### src/rtl/video_in_write.sv
// Camera capture: packs four pixels per word, queues words in a FIFO and writes
// frames to RAM in locked Wishbone bursts. Optional geometry check: VIDEO_IN_SIZE_CHECK_EN.
module video_in_write #(
  parameter int WIDTH      = 640,
  parameter int HEIGHT     = 480,
  parameter int FIFO_DEPTH = 16,
  parameter int BURST_LEN  = 8
) (
  input  logic        clk,
  input  logic        RST,
  input  logic        enable,
  input  logic [31:0] frame_base,
  input  logic        pixel_valid,
  input  logic        line_valid,
  input  logic        frame_valid,
  input  logic [7:0]  pixel_in,
  output logic        interrupt,
  output logic        overflow,
  output logic        size_error,
  output logic        p_wb_STB_O,
  output logic        p_wb_CYC_O,
  output logic        p_wb_LOCK_O,
  output logic        p_wb_WE_O,
  output logic [3:0]  p_wb_SEL_O,
  output logic [31:0] p_wb_ADR_O,
  output logic [31:0] p_wb_DAT_O,
  input  logic        p_wb_ACK_I
);
  localparam int AW = $clog2(FIFO_DEPTH);
  localparam int CW = AW + 1;
  localparam int BW = $clog2(BURST_LEN) + 1;

  if (((WIDTH % 4) != 0) || (HEIGHT < 1) || ((FIFO_DEPTH & (FIFO_DEPTH - 1)) != 0) ||
      (FIFO_DEPTH < 2 * BURST_LEN)) begin : g_bad_params
    $error("video_in_write: illegal parameter combination");
  end

  // IDLE: wait for data/flush | BURST: locked write burst | DONE: frame interrupt
  typedef enum logic [1:0] {IDLE, BURST, DONE} state_t;
  state_t state_q, state_d;

  logic          fv_q, fv_d, lv_q, lv_d;
  logic          capture_q, capture_d;
  logic [1:0]    lane_q, lane_d;
  logic [31:0]   word_q, word_d;
  logic          push_pend_q, push_pend_d;
  logic [31:0]   push_data_q, push_data_d;
  logic          push_tag_q, push_tag_d;
  logic [31:0]   wr_addr_q, wr_addr_d;
  logic          tag_q, tag_d;
  logic          flush_req_q, flush_req_d;
  logic          flush_armed_q, flush_armed_d;
  logic          flush_tag_q, flush_tag_d;
  logic          overflow_q, overflow_d;
  logic [BW-1:0] beat_q, beat_d;
  logic [AW-1:0] rd_ptr_q, rd_ptr_d, wr_ptr_q, wr_ptr_d;
  logic [CW-1:0] count_q, count_d;
  logic [64:0]   mem_q [FIFO_DEPTH];

  logic fv_rise, fv_fall, lv_fall;
  logic fifo_full, fifo_wr, fifo_rd;
  logic [64:0] head;
  logic head_is_flush, more_flush;

  assign fv_rise   = frame_valid & ~fv_q;
  assign fv_fall   = ~frame_valid & fv_q;
  assign lv_fall   = ~line_valid & lv_q;
  assign fifo_full = (count_q == CW'(FIFO_DEPTH));
  assign fifo_wr   = push_pend_q & ~fifo_full;

  // FIFO entries carry their own address and frame tag, so dropped words keep
  // later addresses aligned and a new frame cannot extend the previous flush.
  assign head          = mem_q[rd_ptr_q];
  assign head_is_flush = (count_q != '0) && (head[64] == flush_tag_q);
  assign more_flush    = (count_q > CW'(1)) && (mem_q[rd_ptr_q + AW'(1)][64] == flush_tag_q);

  always_comb begin
    fv_d          = frame_valid;
    lv_d          = line_valid;
    capture_d     = capture_q;
    lane_d        = lane_q;
    word_d        = word_q;
    push_pend_d   = 1'b0;
    push_data_d   = push_data_q;
    push_tag_d    = push_tag_q;
    wr_addr_d     = wr_addr_q;
    tag_d         = tag_q;
    flush_req_d   = flush_req_q;
    flush_armed_d = flush_armed_q;
    flush_tag_d   = flush_tag_q;
    overflow_d    = overflow_q;

    if (push_pend_q) begin
      wr_addr_d = wr_addr_q + 32'd4;
      if (fifo_full) overflow_d = 1'b1;
    end

    if (capture_q && line_valid && pixel_valid) begin
      case (lane_q)
        2'd0: word_d[7:0]   = pixel_in;
        2'd1: word_d[15:8]  = pixel_in;
        2'd2: word_d[23:16] = pixel_in;
        default: begin
          word_d      = '0;
          push_pend_d = 1'b1;
          push_data_d = {pixel_in, word_q[23:0]};
          push_tag_d  = tag_q;
        end
      endcase
      lane_d = lane_q + 2'd1;
    end

    if (lv_fall) begin
      lane_d = 2'd0;
      word_d = '0;
      if (capture_q && (lane_q != 2'd0)) begin
        push_pend_d = 1'b1;
        push_data_d = word_q;
        push_tag_d  = tag_q;
      end
    end

    // Flush only counts once the frame's last word has left the packer.
    if (flush_req_q && !flush_armed_q && !(push_pend_q && (push_tag_q == flush_tag_q)))
      flush_armed_d = 1'b1;
    if (state_q == DONE) begin
      flush_req_d   = 1'b0;
      flush_armed_d = 1'b0;
    end

    if (fv_fall && capture_q) begin
      capture_d     = 1'b0;
      flush_req_d   = 1'b1;
      flush_armed_d = 1'b0;
      flush_tag_d   = tag_q;
    end

    if (fv_rise && enable) begin
      capture_d  = 1'b1;
      wr_addr_d  = frame_base & 32'hFFFF_FFFC;
      overflow_d = 1'b0;
      tag_d      = ~tag_q;
      lane_d     = 2'd0;
      word_d     = '0;
    end
  end

  always_comb begin
    state_d     = state_q;
    beat_d      = beat_q;
    fifo_rd     = 1'b0;
    interrupt   = 1'b0;
    p_wb_STB_O  = 1'b0;
    p_wb_CYC_O  = 1'b0;
    p_wb_LOCK_O = 1'b0;
    p_wb_WE_O   = 1'b0;
    p_wb_SEL_O  = 4'h0;
    p_wb_ADR_O  = '0;
    p_wb_DAT_O  = '0;
    case (state_q)
      IDLE: begin
        beat_d = '0;
        if (flush_armed_q)                        state_d = head_is_flush ? BURST : DONE;
        else if (count_q >= CW'(BURST_LEN))       state_d = BURST;
      end
      BURST: begin
        p_wb_STB_O  = 1'b1;
        p_wb_CYC_O  = 1'b1;
        p_wb_LOCK_O = 1'b1;
        p_wb_WE_O   = 1'b1;
        p_wb_SEL_O  = 4'hF;
        p_wb_ADR_O  = head[63:32];
        p_wb_DAT_O  = head[31:0];
        if (p_wb_ACK_I) begin
          fifo_rd = 1'b1;
          beat_d  = beat_q + BW'(1);
          if ((beat_q == BW'(BURST_LEN - 1)) || (flush_armed_q && !more_flush))
            state_d = IDLE;
        end
      end
      DONE: begin
        interrupt = 1'b1;
        state_d   = IDLE;
      end
      default: state_d = IDLE;
    endcase
  end

  always_comb begin
    wr_ptr_d = fifo_wr ? wr_ptr_q + AW'(1) : wr_ptr_q;
    rd_ptr_d = fifo_rd ? rd_ptr_q + AW'(1) : rd_ptr_q;
    count_d  = count_q + CW'(fifo_wr) - CW'(fifo_rd);
  end

  always_ff @(posedge clk) begin
    if (fifo_wr) mem_q[wr_ptr_q] <= {push_tag_q, wr_addr_q, push_data_q};
  end

  always_ff @(posedge clk or posedge RST) begin
    if (RST) begin
      state_q       <= IDLE;
      fv_q          <= 1'b0;
      lv_q          <= 1'b0;
      capture_q     <= 1'b0;
      lane_q        <= 2'd0;
      word_q        <= '0;
      push_pend_q   <= 1'b0;
      push_data_q   <= '0;
      push_tag_q    <= 1'b0;
      wr_addr_q     <= '0;
      tag_q         <= 1'b0;
      flush_req_q   <= 1'b0;
      flush_armed_q <= 1'b0;
      flush_tag_q   <= 1'b0;
      overflow_q    <= 1'b0;
      beat_q        <= '0;
      rd_ptr_q      <= '0;
      wr_ptr_q      <= '0;
      count_q       <= '0;
    end else begin
      state_q       <= state_d;
      fv_q          <= fv_d;
      lv_q          <= lv_d;
      capture_q     <= capture_d;
      lane_q        <= lane_d;
      word_q        <= word_d;
      push_pend_q   <= push_pend_d;
      push_data_q   <= push_data_d;
      push_tag_q    <= push_tag_d;
      wr_addr_q     <= wr_addr_d;
      tag_q         <= tag_d;
      flush_req_q   <= flush_req_d;
      flush_armed_q <= flush_armed_d;
      flush_tag_q   <= flush_tag_d;
      overflow_q    <= overflow_d;
      beat_q        <= beat_d;
      rd_ptr_q      <= rd_ptr_d;
      wr_ptr_q      <= wr_ptr_d;
      count_q       <= count_d;
    end
  end

  assign overflow = overflow_q;

`ifdef VIDEO_IN_SIZE_CHECK_EN
  logic [15:0] pix_cnt_q, pix_cnt_d, line_cnt_q, line_cnt_d;
  logic        size_error_q, size_error_d;

  always_comb begin
    pix_cnt_d    = pix_cnt_q;
    line_cnt_d   = line_cnt_q;
    size_error_d = size_error_q;
    if (capture_q && line_valid && pixel_valid) pix_cnt_d = pix_cnt_q + 16'd1;
    if (capture_q && lv_fall) begin
      if (pix_cnt_q != 16'(WIDTH)) size_error_d = 1'b1;
      pix_cnt_d  = '0;
      line_cnt_d = line_cnt_q + 16'd1;
    end
    // line_cnt_d already includes a line ending in the same cycle as the frame
    if (capture_q && fv_fall && (line_cnt_d != 16'(HEIGHT))) size_error_d = 1'b1;
    if (fv_rise && enable) begin
      pix_cnt_d    = '0;
      line_cnt_d   = '0;
      size_error_d = 1'b0;
    end
  end

  always_ff @(posedge clk or posedge RST) begin
    if (RST) begin
      pix_cnt_q    <= '0;
      line_cnt_q   <= '0;
      size_error_q <= 1'b0;
    end else begin
      pix_cnt_q    <= pix_cnt_d;
      line_cnt_q   <= line_cnt_d;
      size_error_q <= size_error_d;
    end
  end

  assign size_error = size_error_q;
`else
  assign size_error = 1'b0;
`endif

endmodule

### config.mk
export PLATFORM = sky130hd
export DESIGN_NAME = video_in_write
export DESIGN_NICKNAME = d
export VERILOG_FILES = /design/src/rtl/video_in_write.sv
export SDC_FILE = /design/constraint.sdc
export NUM_CORES = 1
export LEC_CHECK = 0
export ABC_AREA = 1
export ABC_CLOCK_PERIOD_IN_PS = 6440
export BUFFER_PORTS_ARGS = -buffer_cell sky130_fd_sc_hd__buf_2
export CAP_MARGIN = 10
export CORE_ASPECT_RATIO = 0.7
export CORE_MARGIN = 3
export CORE_UTILIZATION = 40
export CTS_BUF_LIST = sky130_fd_sc_hd__clkbuf_16
export CTS_CLUSTER_DIAMETER = 80
export DETAILED_ROUTE_END_ITERATION = 10
export PLACE_DENSITY = 0.52
export SLEW_MARGIN = 15
export SYNTH_ARGS = -nofsm -noshare
export SYNTH_HDL_FRONTEND = slang
export SYNTH_SLANG_ARGS = --single-unit
### constraint.sdc
create_clock -name clk -period 6.44 [get_ports clk]
set_input_delay 0.644 -clock clk [delete_from_list [all_inputs] [get_ports clk]]
set_output_delay 0.644 -clock clk [all_outputs]
set_load 0.01 [all_outputs]
---- Word-level counts from Yosys, hierarchy flattened ----
Memories as Yosys holds them, arrays and structs flattened.
Index checks and enable logic that the tools add are counted.
storage, ports and cells
  flip-flop bits (word level) ............. 127
  RAM bits ................................ 1,040
  bits of input ports ..................... 47
  output and inout port bits .............. 75
  logic and storage cells ................. 145
  memories kept ........................... 1
memories
  memory  depth  bits a word  read ports  clocked after memory_dff  write ports  line  text
  mem_q   16     65           2           0                         1            58    logic [64:0] mem_q [FIFO_DEPTH];
operators by class
  $add $sub $neg .......................... 7
  magnitude comparators ................... 2
  eq/ne operators ......................... 16
  multiplexer cells ....................... 51
  bitwise logic cells ..................... 9
  reduce and logical (&&, ||, !) cells .... 37
operators by type and width
  cell                   count
  $mux 32                11
  $pmux 8 s2             3
  $add 32x3->32 const B  1
  $mux 1                 24
  $mux 2                 8
  $add 4x1->4 const B    3
  $ne 3x1->1 const B     4
  $reduce_and 2->1       6
  $reduce_bool 2->1      6
  $logic_and 1x1->1      11
  $mux 4                 2
  $mux 8                 1
  $pmux 4 s2             1
  $reduce_bool 3->1      2
  $reduce_or 2->1        3
  $add 5x1->5            1
  $eq 5x5->1 const B     1
  $ge 5x4->1 const B     1
  $gt 5x1->1 const B     1
  $not 1->1              5
  $reduce_bool 5->1      1
  $sub 5x1->5            1
  $and 1x1->1            4
  $eq 2x1->1 const B     2
  12 further kinds       19

---- Logic depth before layout (Yosys ltp) ----
Gate-level depths: netlist of run 1.
An unclocked memory read counts as a cell.
  word-level depth ........................ 10
  mapped depth ............................ 15
  mapped depth without buffers ............ 14

---- Worst setup path after synthesis of run 1 ----
OpenSTA, ideal clock, no wires.
  path type ............................... flip-flop to flip-flop
  from .................................... register count_q[2]
  to ...................................... memory mem_q[11][0] (enable)
  library setup time ...................... 0.562 ns
  data arrival time ....................... 5.199 ns
  data required time ...................... 5.878 ns
  setup slack ............................. 0.679 ns
  stages on the path, launching flop included .. 8
  path buffers ............................ 0
  clock period less this slack ............ 5.761 ns
  path through ............................ dfrtp_1 > inv_1 > ha_1 > inv_1 > nor4_1 > inv_1 > nand2_1 > nor3_1
between the ends
  word-level cells in the longest chain between the ends .. 5
RTL lines
  what                          line  text
  start: declaration            57    logic [CW-1:0] count_q, count_d;
  start signal: assignment      239   count_q <= count_d;
  $eq 5x5->1                    68    assign fifo_full = (count_q == CW'(FIFO_DEPTH));
  $not 1->1                     69    assign fifo_wr = push_pend_q & ~fifo_full;
  $and 1x1->1                   69
  $mux 1                        196   if (fifo_wr) mem_q[wr_ptr_q] <= {push_tag_q, wr_addr_q, push_data_q};
  $mux 1 (not written as such)  196
  end: declaration              58
No other way between the ends.

---- Final worst setup path of run 1 ----
  from .................................... register rd_ptr_q[1]
  to ...................................... output port p_wb_DAT_O[17]
between the ends
  word-level cells in the longest chain between the ends .. 2
RTL lines
  what                      line  text
  start: declaration        56    logic [AW-1:0] rd_ptr_q, rd_ptr_d, wr_ptr_q, wr_ptr_d;
  start signal: assignment  237   rd_ptr_q <= rd_ptr_d;
  $mem_v2 16x65             -
  $mux 32                   160   case (state_q)
  end: declaration          26    output logic [31:0] p_wb_DAT_O,
No other way between the ends.

==> results.md, run 1 <==
Global routing:
- The initial antenna violation count is 1.
- The overall global routing resource usage is 20.9%.
- The total overflow reported by the global router is 0.
- The via count of the first global-routing pass was 27200.
- Entering global routing, the biggest net connects 226 pins.
- The global-route wire length before repair is 184000 um.

Floorplan:
- For this design the top-level I/O count stands at 122.
- The die covers 117000 um2.
- The number of core rows is 102.
- In this run the horizontal extent of the chip is 408 um.
- The height of the chip is 287 um.
- The region available for standard cell placement spans 111000 um2.
- The effective utilization at floorplan is 40.6%.

Logic synthesis:
- The number of enable-type register cells in the synthesized netlist is 1008.
- The proportion of register bits with asynchronous set or reset after synthesis is 10.4%.
- Of the post-synthesis cell area, the dominant cell type holds 67.0%.
- The flop and latch count out of synthesis is 1125.
- After synthesis, the cell types taking the most area are sky130_fd_sc_hd__edfxtp_1 (67%), sky130_fd_sc_hd__dfrtp_1 (6.5%), sky130_fd_sc_hd__o21ai_0 (5.9%).
- The cell taking the most area after synthesis is sky130_fd_sc_hd__edfxtp_1.
- Of the total synthesized cell area, the portion taken by XOR and XNOR cells is 0.310%.
- Summing the areas of all fa, ha and maj instances in the mapped netlist gives 0.598% of the synthesized area.
- After synthesis, the mean cell area works out to 13.1 um2.
- After synthesis, the share of cell area in mux cells is 0%.
- The commonest register cell after synthesis is sky130_fd_sc_hd__edfxtp_1.
- The area of the mapped netlist is 45200 um2.
- The gate count after technology mapping is 3460.
- The main combinational cell family by area after synthesis is compound AO/OA/AOI/OAI gates.
- Counting distinct cell types in the post-synthesis netlist gives 49.
- The synthesized netlist devotes 13.9% of its cell area to compound gates.
- The synthesis warning total is 0.
- Summing the areas of all and, or, nand and nor instances in the mapped netlist gives 7.98% of the synthesized area.
- Sequential elements use 73.5% of the synthesized area.

Timing:
- The number of pins with negative max-slew slack in the final report is 0.
- The final total negative setup slack is 0 ns.
- Setup repair after global routing left no endpoint under its margin.
- The measured slew at the worst slew-check pin is 1.13 ns.
- The post-route clock skew is 0.0200 ns.
- The fraction of the cycle the final worst path needs is 72.4%.
- The smallest clock period supported by the final layout is computed as 4.66 ns.
- Final hold analysis gives a worst-case slack of 0.0827 ns.
- Derived from the worst setup path, the maximum achievable clock frequency is 0.215 GHz.
- The final count of negative-setup-slack endpoints is 0.
- The number of hold-slack violations in the final timing report is 0.
- The headroom to the max-slew limit is 24.6%.

Detailed routing:
- The number of detailed-route iterations in the first pass is 5.
- Once detail routing completed, the nets flagged for antenna violations numbered 0.
- The routed layout has 28400 vias.
- The detailed-route wire length is 124000 um.
- The post-detailed-route via-to-cell ratio is 5.58.
- The detailed-route DRC error count is 0.
- The final routed wire length divided by cell count is 24.4 um.
- The first routing iteration left 2664 violations.

Min path:
- The worst hold path class is primary input to flip-flop.

Critical path:
- The critical path endpoint category is an output port.
- Of all nets on the critical path, the largest fanout is 122.
- At the worst endpoint, the required time is 5.80 ns.
- Traced cell by cell, the critical path runs through inv_8, buf_4, o21ai_0, o221ai_1, nand3_1, a21oi_1, buf_2.
- Data on the critical path arrives at its endpoint at 4.02 ns.
- For this run, the slowest stage of the critical path takes 0.78 ns.
- The type of origin of the critical path is a flip-flop.
- The type of the setup path with the least slack is flip-flop to output port.
- Setup slack on the worst reg-to-reg path comes out at 2.87 ns.
- The slowest stage of the critical path belongs to the cell sky130_fd_sc_hd__dfrtp_4.

CTS:
- The later pin in the worst-skew pair is clocked with a latency of 0.71 ns.
- The master cell of the clock root buffer is sky130_fd_sc_hd__clkbuf_16.
- Post-CTS timing repair inserted 0 buffers for setup.
- CTS saw 1125 sinks.
- Buffers inserted to repair hold after CTS numbered 1.
- The total CTS buffers is 108.
- The H-tree was split into 3 levels.
- The clock transition time at the flip-flop clock pins of the worst setup and hold paths is 0.06 ns.
- The post-cts sizing count is 0.
- TritonCTS built the clock tree.
- The maximum root-to-sink buffer count is 3.

Finish:
- Relative to the synthesized area, the layout overhead comes to 12.2%.
- In the final layout, the share of cells above drive strength 1 is 10.3%.
- The finished layout holds 5087 standard cells, fillers aside.
- In the final design database the tool counted 3554 nets.
- The library cells used most frequently in the layout, excluding fill and tap cells, are sky130_fd_sc_hd__edfxtp_1 (1008), sky130_fd_sc_hd__nor2_1 (559), sky130_fd_sc_hd__o21ai_0 (536), sky130_fd_sc_hd__o221ai_1 (168), sky130_fd_sc_hd__inv_1 (140).
- In the final layout, the multi-input gates occupy 10400 um2.
- The most frequent standard cell in the layout excluding fill and tap cells is sky130_fd_sc_hd__edfxtp_1.
- Across the whole layout, storage elements account for 33200 um2.
- The utilization of the core after routing is 45.5%.
- The final instance area is 50700 um2.
- The final-layout fill cell count is 10100.

Place:
- In this run the cell area measured after placement is 47200 um2.
- Buffers placed on the I/O ports in this run total 116.
- Including well taps, the total number of placed cells is 4883.
- The detailed-placement wirelength estimate is 61300 um.
- Routability-driven placement finished with a final weighted congestion of 0.756.

Run status:
- The flow ran to the end, and the final reports show no timing, DRC or antenna violations.

Run:
- The max-cap check violation count is 0.

Power:
- The power density of the placed cells is 445 nW/um2.
- The peak ir drop on the vdd network is 397 uV.
- The leakage power figure is 0.0168 uW.
## stage by stage
step	setup WS [ns]	total power, uW
2_1_floorplan	0.679	14000
3_3_place_gp	2.47	16400
3_5_place_dp	2.46	16400
4_1_cts	1.67	22700
5_1_grt	1.47	23800
6_report	1.78	22500
## cell type report
| cell class | count | share of cell area (%) |
|---|---|---|
| sequential | 1125 | 65.6 |
| inverter | 133 | 1.06 |
| tap | 1508 | 3.72 |
| clock inverter | 92 | 1.38 |
| antenna | 1 | 0.00494 |
| timing repair buffer | 165 | 2.26 |
| multi-input combinational | 1953 | 20.6 |
| clock buffer | 110 | 5.43 |
## final timing paths
| path | startpoint | end | cells after the start |
|---|---|---|---|
| worst max-delay path | rd_ptr_q[1] | p_wb_DAT_O[17] | 7 |
| worst min-delay path | frame_valid | fv_q | 1 |
| worst max register to register | count_q[2] | mem_q[10][53] | 11 |
| worst min register to register | flush_req_q | flush_req_q | 2 |
| max in group asynchronous | RST | rd_ptr_q[0] | 4 |
| min in group asynchronous | RST | push_data_q[21] | 3 |
## state kept, by name, indices dropped and copies added, names as in the netlist, 4 cells and up
name,cells
push_data_q,32
beat_q,4
count_q,5
wr_addr_q,30
word_q,24
mem_q,1008
rd_ptr_q,4
wr_ptr_q,4
## worst max-delay path: cells and delay by family (launching register included)
| family | cells | cell delay (ns) |
|---|---|---|
| compound gates | 3 | 0.84 |
| buf+inv | 3 | 1.52 |
| flops | 1 | 0.78 |
| simple gates | 1 | 0.12 |
## power breakdown
part	switching, uW	internal [uW]
combinational	4260	1820
sequential	1160	9010
clock	2760	3490
## cells in the mapped netlist (6+ instances only)
cell type	count
sky130_fd_sc_hd__dfrtp_1	117
sky130_fd_sc_hd__a21oi_1	109
sky130_fd_sc_hd__nor3_1	15
sky130_fd_sc_hd__nor2_1	573
sky130_fd_sc_hd__o221ai_1	168
sky130_fd_sc_hd__ha_1	20
sky130_fd_sc_hd__xor2_1	12
sky130_fd_sc_hd__buf_2	56
sky130_fd_sc_hd__edfxtp_1	1008
sky130_fd_sc_hd__nand2_1	131
sky130_fd_sc_hd__o21ai_0	536
sky130_fd_sc_hd__o32ai_1	9
sky130_fd_sc_hd__inv_1	126
sky130_fd_sc_hd__o211ai_1	88
sky130_fd_sc_hd__buf_4	28
sky130_fd_sc_hd__a211oi_1	8
sky130_fd_sc_hd__o22ai_1	100
sky130_fd_sc_hd__nor4_1	7
sky130_fd_sc_hd__buf_6	6
sky130_fd_sc_hd__buf_1	9
sky130_fd_sc_hd__o21ai_1	11
sky130_fd_sc_hd__nand4_1	17
sky130_fd_sc_hd__clkbuf_1	151
sky130_fd_sc_hd__inv_2	6
sky130_fd_sc_hd__nand3_1	102
## cell families after synthesis
family	Yosys count
AOI/OAI and AO/OA	1042
xor gates and xnor gates	16
adders and majority gates	21
buffers and inverters	384
DFF	1125
other	1
and+or+nand+nor	871
## per-layer routing
metal / vias up / global-route usage, % / share of wire [%]
li1: 13000 / - / -
met4: 0 / 5.17 / 2.1
met5: - / 0 / 0
met3: 172 / 3.59 / 6.3
met1: 14300 / 31.0 / 46
met2: 883 / 32.1 / 45
No activity file was read; power rests on OpenSTA's default activity.
==> run 2, diff against run 1 <==
- ABC_CLOCK_PERIOD_IN_PS: 6440 -> 4400
- clock period: 6.44 -> 4.4 ns (I/O delays scaled with it)
==> results.md, run 2 (synthesized netlist as in run 1, its figures left out) <==
Global routing:
- The maximum number of pins on one net before global-route repair came to 187 (was 226).
- The via count of the first global-routing pass is 27400 (was 27200).
- The overall global routing resource usage is 20.7% (was 20.9%).
- The global-route wire length before repair is 184000 um (about the same).
- The total overflow reported by the global router is 0 (unchanged).
- The initial antenna violation count is 0 (was 1).

CTS:
- The clock insertion delay at the later pin of the skew report is 0.70 ns (was 0.71 ns).
- The clock transition time at the flip-flop clock pins of the worst setup and hold paths is 0.06 ns (about the same).
- The maximum root-to-sink buffer count is 3 (unchanged).
- The H-tree depth came to 3 (unchanged).
- The post-cts sizing count came to 0 (unchanged).
- The total CTS buffers is 110 (was 108).
- The quantity of hold-fixing buffers added after cts is 18 (was 1).
- The number of sinks handled by clock tree synthesis is 1125 (unchanged).
- The master cell of the clock root buffer is sky130_fd_sc_hd__clkbuf_16 (unchanged).
- The CTS tree is done (unchanged).
- The number of buffers inserted by post-CTS setup repair is 0 (unchanged).

Power:
- The power density of the placed cells is 647 nW/um2 (was 445 nW/um2).
- The peak ir drop on the vdd network is 505 uV (was 397 uV).
- The leakage power figure is 0.0170 uW (was 0.0168 uW).
- The power consumption came to 33100 uW (was 22500 uW).

Finish:
- Largest regs: mem_q: 1008 flops, push_data_q: 32 flops, wr_addr_q: 30 flops (unchanged).
- Highest-count cells in the layout ignoring fill and taps: sky130_fd_sc_hd__edfxtp_1 (1008), sky130_fd_sc_hd__nor2_1 (559), sky130_fd_sc_hd__o21ai_0 (536), sky130_fd_sc_hd__o221ai_1 (168), sky130_fd_sc_hd__inv_1 (143) (was sky130_fd_sc_hd__edfxtp_1 (1008), sky130_fd_sc_hd__nor2_1 (559), sky130_fd_sc_hd__o21ai_0 (536), sky130_fd_sc_hd__o221ai_1 (168), sky130_fd_sc_hd__inv_1 (140)).
- The area growth from synthesis to final layout was 13.1% (was 12.2%).
- The ratio of cells with drive above 1 in the final layout is 10.8% (was 10.3%).
- The utilization of the core after routing came to 45.9% (was 45.5%).
- The final-layout fill cell count is 10100 (about the same).
- The most frequent standard cell in the layout excluding fill and tap cells is sky130_fd_sc_hd__edfxtp_1 (unchanged).
- The largest register by flop count was mem_q (unchanged).
- The number of flip-flops under the largest register name is 1008 (unchanged).
- The final net count is 3591 (was 3554).
- The non-filler instance count after layout is 5123 (was 5087).

Detailed routing:
- The post-detailed-route via-to-cell ratio is 5.55 (was 5.58).
- The routed via count is 28400 (about the same).
- The final routed wire length divided by cell count is 23.9 um (was 24.4 um).
- The number of detailed-route iterations in the first pass came to 5 (unchanged).
- The detailed-route DRC error count came to 0 (unchanged).
- The initial detailed-routing violation count was 2360 (was 2664).
- The detailed-route wire length is 123000 um (was 124000 um).
- The post-detailed-route count of antenna-violating nets is 0 (unchanged).

Critical path:
- The worst endpoint required time is 3.96 ns (was 5.80 ns).
- The arrival time at the worst endpoint came to 3.61 ns (was 4.02 ns).
- The critical-path maximum fanout is 178 (was 122).
- The type of the setup path with the least slack is flip-flop to output port (unchanged).
- The type of origin of the critical path is a flip-flop (unchanged).
- The critical path endpoint category is an output port (unchanged).

Timing:
- Unrepaired setup endpoints after global routing: false (unchanged).
- The final-layout worst hold slack came to 0.0708 ns (was 0.0827 ns).
- The time the final worst path needs with I/O delays and setup is 4.05 ns.
- The headroom to the max-slew limit is 29.6% (was 24.6%).
- The achievable clock frequency is 0.247 GHz.
- The number of hold-slack violations in the final timing report is 0 (unchanged).
- The final count of negative-setup-slack endpoints is 0 (unchanged).
- The post-route worst setup slack is 0.347 ns (was 1.78 ns).
- The number of pins with negative max-slew slack in the final report was 0 (unchanged).
- The post-route clock skew is 0.0205 ns (was 0.0200 ns).
- Dividing the final minimum period by the clock period gives 92.1%.
- The measured slew at the worst slew-check pin was 1.06 ns (was 1.13 ns).

Place:
- The global placer's final weighted congestion is 0.777 (was 0.756).
- The post-place setup slack is 1.12 ns (was 2.46 ns).
- The number of input and output port buffers inserted is 116 (unchanged).
- The detailed-placement wirelength estimate is 63000 um (was 61300 um).
- The number of instances in the placed design came to 4901 (was 4883).

Run status:
- Run status: finished clean (unchanged).

Floorplan:
- The number of core rows was 102 (unchanged).
- The height of the chip is 287 um (unchanged).
- The placeable core region was 111000 um2 (unchanged).
- The floorplan die area is 117000 um2 (unchanged).
- The width of the die is 408 um (unchanged).
- The count of boundary I/O pins is 122 (unchanged).
- The effective utilization at floorplan is 40.6% (unchanged).

Min path:
- The worst hold path class is primary input to flip-flop (unchanged).

Run:
- The max-cap check violation count is 0 (unchanged).
[run 2: through the flow]
step / setup TNS, ns / area, um2
global placement: 0 / 47400
CTS: 0 / 51100
floorplan: -171.45 / 45200
finish: 0 / 51100
detailed placement: 0 / 47400
global route: 0 / 51100
[run 2: final cells by class]
type / count / area (um2) / area share [%]
diodes: 1 / 2.50 / 0.00490
clock buffers: 112 / 2800 / 5.49
clock inverters: 91 / 676 / 1.32
inverters: 133 / 536 / 1.05
multi-input cells: 1953 / 10400 / 20.4
flip-flops and latches: 1125 / 33200 / 65.1
well taps: 1508 / 1890 / 3.70
repair buffers: 200 / 1520 / 2.98
[run 2: power breakdown]
group / switching [uW] / internal, uW / leakage, uW
Combinational: 6200 / 2740 / 0.00459
Clock: 4060 / 5140 / 0.00179
Sequential: 1710 / 13200 / 0.0106
Total: 12000 / 21100 / 0.0170
[run 2: worst paths after layout]
check                                    start              end  slack [ns]  cells past startpoint
worst max-delay path               rd_ptr_q[0]    p_wb_ADR_O[8]        0.35                      7
worst min-delay path            frame_base[22]    wr_addr_q[22]        0.07                      3
worst max register to register      count_q[2]     mem_q[4][12]        1.21                     10
worst min register to register     flush_req_q      flush_req_q        0.49                      2
max in group asynchronous                  RST  push_data_q[13]        3.13                      4
min in group asynchronous                  RST  push_data_q[17]        0.34                      3
[run 2: per-layer routing]
metal	GRT usage [%]	share of wire (%)
met1	31.2	48
met2	31.4	44
met3	3.24	5.1
met4	5.31	2.1
met5	0	0
[run 2: worst max-delay path: stages, from the launching register on]
cell and delay, ns:
sky130_fd_sc_hd__dfrtp_4 0.66, sky130_fd_sc_hd__inv_16 0.47, sky130_fd_sc_hd__buf_4 0.51, sky130_fd_sc_hd__o21ai_0 0.13, sky130_fd_sc_hd__o221ai_1 0.18, sky130_fd_sc_hd__o211ai_1 0.12
sky130_fd_sc_hd__a21oi_1 0.44, sky130_fd_sc_hd__buf_2 0.23
